### src/rtl/mem_port_arbiter.sv
// rtl/mem_port_arbiter.sv - three-port burst arbiter for a single-port tile memory
//
// Shares one single-port memory among operand-A reader, operand-B reader and
// result writer. A granted requester owns the memory for a whole burst of
// len+1 beats, the address stepping by BANDWIDTH words per beat.
//
// Optional feature macro: ARB_ROUND_ROBIN_EN
//   defined   : round-robin arbitration, search starts after last served (A, B, W)
//   undefined : fixed priority W > A > B, no pointer state
//
// Ports:
//   clock, reset_n                   clock, synchronous active-low reset
//   rda_/rdb_/wr_ req, addr, len     burst requests (len = beats minus one)
//   rda_/rdb_/wr_ gnt, done          one-cycle grant / burst-complete pulses
//   rda_/rdb_ valid, data            read beat return to the owning reader
//   wr_data, wr_ready                write beat data and consume strobe
//   mem_read, mem_write, mem_address memory strobes and word address
//   mem_writedata, mem_readdata      memory data buses

`ifndef ADDR_WIDTH
`define ADDR_WIDTH 12
`endif
`ifndef BANDWIDTH
`define BANDWIDTH 8
`endif
`ifndef DATA_WIDTH
`define DATA_WIDTH 16
`endif

module mem_port_arbiter #(
  parameter int BURST_W = 8
) (
  input  logic                                 clock,
  input  logic                                 reset_n,
  input  logic                                 rda_req,
  input  logic                                 rdb_req,
  input  logic                                 wr_req,
  input  logic [`ADDR_WIDTH-1:0]               rda_addr,
  input  logic [`ADDR_WIDTH-1:0]               rdb_addr,
  input  logic [`ADDR_WIDTH-1:0]               wr_addr,
  input  logic [BURST_W-1:0]                   rda_len,
  input  logic [BURST_W-1:0]                   rdb_len,
  input  logic [BURST_W-1:0]                   wr_len,
  output logic                                 rda_gnt,
  output logic                                 rdb_gnt,
  output logic                                 wr_gnt,
  output logic                                 rda_valid,
  output logic                                 rdb_valid,
  output logic [`BANDWIDTH*`DATA_WIDTH-1:0]    rda_data,
  output logic [`BANDWIDTH*`DATA_WIDTH-1:0]    rdb_data,
  input  logic [`BANDWIDTH*`DATA_WIDTH-1:0]    wr_data,
  output logic                                 wr_ready,
  output logic                                 rda_done,
  output logic                                 rdb_done,
  output logic                                 wr_done,
  output logic                                 mem_read,
  output logic                                 mem_write,
  output logic [`ADDR_WIDTH-1:0]               mem_address,
  output logic [`BANDWIDTH*`DATA_WIDTH-1:0]    mem_writedata,
  input  logic [`BANDWIDTH*`DATA_WIDTH-1:0]    mem_readdata
);

  localparam int AW = `ADDR_WIDTH;

  typedef enum logic [1:0] {IDLE, BURST, DRAIN} state_t;

  // requester ids: 0 = A, 1 = B, 2 = W
  state_t             state;
  logic [1:0]         owner;
  logic [BURST_W-1:0] len;
  logic [BURST_W-1:0] beat;
  logic [2:0]         req;
  logic [1:0]         pick;

  assign req = {wr_req, rdb_req, rda_req};

`ifdef ARB_ROUND_ROBIN_EN
  // ptr names the first requester to be searched, i.e. the one after the last served
  logic [1:0] ptr;
  logic [1:0] c0, c1, c2;

  function automatic logic [1:0] nxt(input logic [1:0] x);
    return (x == 2'd2) ? 2'd0 : x + 2'd1;
  endfunction

  always_comb begin
    c0   = ptr;
    c1   = nxt(c0);
    c2   = nxt(c1);
    pick = c0;
    if (req[c2]) pick = c2;
    if (req[c1]) pick = c1;
    if (req[c0]) pick = c0;
  end
`else
  always_comb begin
    pick = 2'd1;
    if (rda_req) pick = 2'd0;
    if (wr_req)  pick = 2'd2;
  end
`endif

  // Non-owner data is don't-care; gating with valid keeps it quiet outside beats.
  assign rda_data      = rda_valid ? mem_readdata : '0;
  assign rdb_data      = rdb_valid ? mem_readdata : '0;
  assign mem_writedata = wr_data;

  always_ff @(posedge clock) begin
    if (!reset_n) begin
      state       <= IDLE;
      owner       <= 2'd0;
      len         <= '0;
      beat        <= '0;
      rda_gnt     <= 1'b0;
      rdb_gnt     <= 1'b0;
      wr_gnt      <= 1'b0;
      rda_valid   <= 1'b0;
      rdb_valid   <= 1'b0;
      wr_ready    <= 1'b0;
      rda_done    <= 1'b0;
      rdb_done    <= 1'b0;
      wr_done     <= 1'b0;
      mem_read    <= 1'b0;
      mem_write   <= 1'b0;
      mem_address <= '0;
`ifdef ARB_ROUND_ROBIN_EN
      ptr         <= 2'd0;
`endif
    end else begin
      rda_gnt   <= 1'b0;
      rdb_gnt   <= 1'b0;
      wr_gnt    <= 1'b0;
      rda_done  <= 1'b0;
      rdb_done  <= 1'b0;
      wr_done   <= 1'b0;
      // read data returns one cycle after the strobe
      rda_valid <= mem_read && (owner == 2'd0);
      rdb_valid <= mem_read && (owner == 2'd1);
      case (state)
        IDLE: begin
          if (|req) begin
            owner     <= pick;
            beat      <= '0;
            rda_gnt   <= (pick == 2'd0);
            rdb_gnt   <= (pick == 2'd1);
            wr_gnt    <= (pick == 2'd2);
            mem_read  <= (pick != 2'd2);
            mem_write <= (pick == 2'd2);
            wr_ready  <= (pick == 2'd2);
            case (pick)
              2'd0:    begin mem_address <= rda_addr; len <= rda_len; end
              2'd1:    begin mem_address <= rdb_addr; len <= rdb_len; end
              default: begin mem_address <= wr_addr;  len <= wr_len;  end
            endcase
`ifdef ARB_ROUND_ROBIN_EN
            ptr <= nxt(pick);
`endif
            state <= BURST;
          end
        end
        BURST: begin
          if (beat == len) begin
            mem_read  <= 1'b0;
            mem_write <= 1'b0;
            wr_ready  <= 1'b0;
            rda_done  <= (owner == 2'd0);
            rdb_done  <= (owner == 2'd1);
            wr_done   <= (owner == 2'd2);
            state     <= DRAIN;
          end else begin
            beat        <= beat + BURST_W'(1);
            mem_address <= mem_address + AW'(`BANDWIDTH);
          end
        end
        default: state <= IDLE;
      endcase
    end
  end

endmodule

### config.mk
export PLATFORM = sky130hd
export DESIGN_NAME = mem_port_arbiter
export DESIGN_NICKNAME = d
export VERILOG_FILES = /design/src/rtl/mem_port_arbiter.sv
export SDC_FILE = /design/constraint.sdc
export NUM_CORES = 1
export LEC_CHECK = 0
export ABC_AREA = 1
export CAP_MARGIN = 20
export CELL_PAD_IN_SITES_DETAIL_PLACEMENT = 0
export CELL_PAD_IN_SITES_GLOBAL_PLACEMENT = 1
export CORE_AREA = 5 5 281 283
export CTS_CLUSTER_SIZE = 28
export DETAILED_ROUTE_END_ITERATION = 10
export DIE_AREA = 0 0 286 288
export PLACE_DENSITY_LB_ADDON = 0.1
export SYNTH_ARGS = -nofsm -noshare
export SYNTH_HDL_FRONTEND = slang
export SYNTH_SLANG_ARGS = --single-unit
### constraint.sdc
create_clock -name clock -period 1.3 [get_ports clock]
set_input_delay 0.26 -clock clock [delete_from_list [all_inputs] [get_ports clock]]
set_output_delay 0.26 -clock clock [all_outputs]
set_load 0.01 [all_outputs]
==> Word level (Yosys, flattened, before mapping) <==
Index checks and enable logic that the tools add are counted.
{ "word_totals": {"out_inout_bits": 407, "register_bits": 42} }
{ "classes": {"eq_ne": 10, "mux": 20, "reduce_logical": 13, "n_addsub": 2} }
{ "ops": {"columns": ["cell", "count"], "rows": [
  ["128-bit two-way mux", 2],
  ["12-bit one-hot mux with 2 select lines", 2],
  ["8-bit one-hot mux with 2 select lines", 2],
  ["12-bit two-way mux", 2],
  ["8-bit two-way mux", 2],
  ["12-bit by 4-bit adder with 12-bit output, second input constant", 1],
  ["3-bit AND reduction", 4],
  ["8-bit by 1-bit adder with 8-bit output, second input constant", 1],
  ["8-bit equality test", 1],
  ["2-bit inequality test, second input constant", 4],
  ["2-bit by 1-bit equality test with 1-bit output, second input constant", 3],
  ["2-bit logical NOT", 3],
  ["2-bit two-way mux", 3],
  ["2-bit equality test, second input constant", 2],
  ["1-bit two-way mux", 4],
  ["1-bit one-hot mux with 2 select lines", 2],
  ["2-bit one-hot mux with 2 select lines", 1],
  ["2-bit AND reduction", 2],
  ["3-bit OR reduction", 1],
  ["1-bit logical AND", 2],
  ["2-bit nonzero test", 1]
]} }

==> Logic depth before layout (Yosys ltp) <==
{ "depth": {"ltp_word": 6, "mapped_depth": 10, "mapped_depth_nobuf": 10} }

==> Worst setup path after synthesis <==
No wires, ideal clock.
{ "synth_timing": {"kind": "register to register", "startpoint": "reg mem_address[4]", "endpoint": "reg mem_address[11]", "period_less_slack_ns": 1.392, "setup_time_ns": 0.113, "arrival_time_ns": 1.279, "setup_slack_ns": -0.092, "n_path_buf": 0, "path_stages_with_launch": 9, "cell_sequence": "dfxtp_1 ha_1 nand2_1 nor3_1 nand3_1 nand3_1 nand2_1 nor2_1 nor2_1"} }
{ "synth_via": {"elab_chain_cells": 3} }
{ "synth_lines": {"columns": ["element", "line", "text"], "rows": [
  ["start: declaration", "58", "output logic [`ADDR_WIDTH-1:0] mem_address,"],
  ["start signal: assignment", "151", "2'd0: begin mem_address <= rda_addr; len <= rda_len; end"],
  ["start signal: assignment", "152", "2'd1: begin mem_address <= rdb_addr; len <= rdb_len; end"],
  ["start signal: assignment", "153", "default: begin mem_address <= wr_addr; len <= wr_len; end"],
  ["12-bit by 4-bit adder with 12-bit output", "172", "mem_address <= mem_address + AW'(`BANDWIDTH);"],
  ["12-bit two-way mux", "162", "if (beat == len) begin"],
  ["12-bit one-hot mux with 2 select lines", "139", "case (state)"]
]} }
Every way passes these cells. The select of a mux whose other input is x is not followed.
A chain may end at the register's enable or synchronous reset.

==> Final worst setup path <==
{ "layout_timing": {"startpoint": "reg rda_valid", "endpoint": "out rda_data[11]"} }
{ "layout_via": {"elab_chain_cells": 1} }
{ "layout_lines": {"columns": ["element", "line", "text"], "rows": [
  ["start: declaration", "47", "output logic rda_valid,"],
  ["start signal: assignment", "137", "rda_valid <= mem_read && (owner == 2'd0);"],
  ["128-bit two-way mux", "104", "assign rda_data = rda_valid ? mem_readdata : '0;"],
  ["end: declaration", "49", "output logic [`BANDWIDTH*`DATA_WIDTH-1:0] rda_data,"]
]} }
Every way passes these cells.

==> results.cfg <==
[die]
boundaryPins = 728
core_region_area_um2 = 76400
die_w_um = 286
start_util_pct = 6.96
die_h_um = 288
rows = 102
floorplan.die_area_um2 = 82400

[synthesis]
synth-xor-area-share_pct = 1.48
synth-edff-count = 0
muxShareOfSynthArea_pct = 0
seq_area_frac_synth_pct = 15.8
synth_top_family_by_area = buffers and inverters
synth_largest_area_cell = nand2_1
synth_flop_cell = dfxtp_1
synth-simple-area-share_pct = 34.2
synth_cell_types = 33
syn_nets = 1338
yosys.area_share.adder_pct = 0.470
synth.avg_cell_area_um2 = 5.24
ys_warn_count = 0
syn_inst = 1015
synth_compound_area_share_pct = 5.88
synth_commonest_cells = nand2_1 (364), inv_1 (288), buf_4 (131), dfxtp_1 (42), nand3_1 (36)
yosysTopAreaCellShare_pct = 25.7
syn_area_um2 = 5320
ys_async_sr_fraction_pct = 0
ys_ff_latch = 42
ys_top_cells_by_area = nand2_1 (26%), inv_1 (20%), buf_4 (18%), dfxtp_1 (16%), nand3_1 (3.4%)
yosysMostFrequentCell = nand2_1

[global_route]
grt_max_degree = 20
grt_pass1_wl_um = 57600
first_global_vias = 7383
grt_util_all_layers_pct = 9.63
antenna_found_initial = 10
gr-total-overflow = 0

[route]
vias = 7609
dr.pass1.iters = 4
wirelength_um = 44200
drt-vias-per-instance = 3.04
wl_per_cell_um = 17.7
drtIter0Drc = 204
drtAntennaViolNets = 0
drc_errors = 0

[clock_tree]
cts_max_level = 2
numCtsBuffers = 5
cts_sinks = 42
clock_tree.buffer_depth = 2
cts-root-buf = clkbuf_16
clock_latency_ns = 0.30
clk_pin_slew_worst_paths_ns = 0.07
cts_hold_buf = 0
cts_tree = built

[timing]
slew_headroom_pct = 79.8
min_period_ns = 1.69
fin_hold_ws_ns = 0.452
finalHoldViolCount = 0
setup_viol = 283
worst_pin_slew_ns = 0.302
fin_ws_ns = -0.390
fmax_mhz = 592
finalCritPeriodShare_pct = 130
finalClockSkew_ns = 0.00643
setup_tns_ns = -72.55
rsz0062_at_grt = true
slew_viol_final = 0

[worst_setup_path]
r2r_slack_ns = -0.17
critPathRequiredTime_ns = 1.04
crit_path_start_kind = flip-flop
crit_path_cell_trace = buf_12, buf_12, buf_16, buf_12, nand2_4, inv_2, buf_6
crit_type = flip-flop to primary output
path_common_cell = buf_12
critical-path-max-stage-delay_ns = 0.36
crit_fanout = 7
end_kind = primary output
cp.arrival_ns = 1.43
crit_path_top_delay_cell = dfxtp_4

[placed_design]
placed_area_um2 = 10900
portBuffers = 471
hpwlAfterDp_um = 34500
pre_cts_ws_ns = -0.672
dp_cells = 2383
place_congestion = 0.757

[cells_and_area]
postLayoutCoreUtil_pct = 17.7
instances_no_fill = 2503
syn2layout_area_growth_pct = 155
final_area_um2 = 13600
drive_gt1_share_pct = 51.5
nets = 1832

[run_status]
violations = setup timing
status = complete, but fails checks

[pwr]
p_leak_nw = 8.17
power_density_nw_per_um2 = 621
ir_drop_uv = 462
power_mw = 8.42

[job]
cap_violations = 0

[min_path]
hp-class = input pin to flip-flop
## report_power, final
part	leakage, nW	internal (mW)	switching [mW]
logic	7.73	2.84	2.38
clock network	0.0836	0.902	0.613
registers	0.354	1.50	0.183
## layout by cell type, fill, tap and decap left out, drive strengths merged, types with 2 or more instances in the layout
cell type	count
inv	289
xnor2	5
nand2	365
dfxtp	42
clkdlybuf4s50	189
o22ai	4
nand4	5
a22oi	10
nor3	5
nand3	38
a21boi	7
clkinv	3
clkdlybuf4s15	22
clkbuf	49
ha	2
dlymetal6s2s	23
nor2	35
a22o	4
nor3b	2
o21ai	14
xor2	4
buf	381
a21oi	9
diode	5
## worst max-delay path, delay by kind of cell, from the launching register on
| kind | cells | cell delay, ns |
|---|---|---|
| buffers and inverters | 6 | 0.71 |
| flip-flops | 1 | 0.36 |
| AND/OR/NAND/NOR | 1 | 0.05 |
## per-layer routing
| metal | part of all wire (%) | GRT usage (%) | wire length [µm] |
|---|---|---|---|
| met3 | 12 | 5.68 | 5170 |
| met5 | 0.13 | 0 | 57 |
| met2 | 48 | 16.3 | 21400 |
| met1 | 39 | 10.7 | 17300 |
| met4 | 0.69 | 1.43 | 303 |
## registers in the layout (all words and copies together), names as in the netlist, 2 cells and up
register,count
mem_address,12
beat,8
owner,2
state,2
len,8
## worst paths after layout
check                           cells after the start            to  startpoint
worst min-delay path                                4       rda_gnt     rda_req
worst min register to register                      1      rda_done    owner[1]
worst max register to register                      9       beat[7]     beat[1]
worst max-delay path                                7  rda_data[11]   rda_valid
## layout make-up
type | count | area, µm²
repair buffers | 659 | 6910
well taps | 988 | 1240
clock inverters | 3 | 40.0
fillers | 8753 | 62900
inverters | 290 | 1090
clock buffers | 5 | 125
multi-input cells | 511 | 3270
diodes | 5 | 12.5
flip-flops and latches | 42 | 881
## cell families (layout without fill, tap and decap cells)
| logic type | count (synthesis) | count (layout) |
|---|---|---|
| buffers and inverters | 462 | 957 |
| and+or+nand+nor | 451 | 451 |
| AOI/OAI and AO/OA | 49 | 49 |
| DFF | 42 | 42 |
| xor gates and xnor gates | 9 | 9 |
| adders and majority gates | 2 | 2 |
| other | 0 | 5 |
## timing repair
action | 4_1_cts | 5_1_grt
cloned | 14 | 5
endpoints found under the hold margin | 0 | 0
setup buffers | 40 | 52
gates resized for setup | 886 | 823
pin swaps | 10 | 65
endpoints found under the setup margin | 318 | 318
No activity file was read; power rests on OpenSTA's default activity.
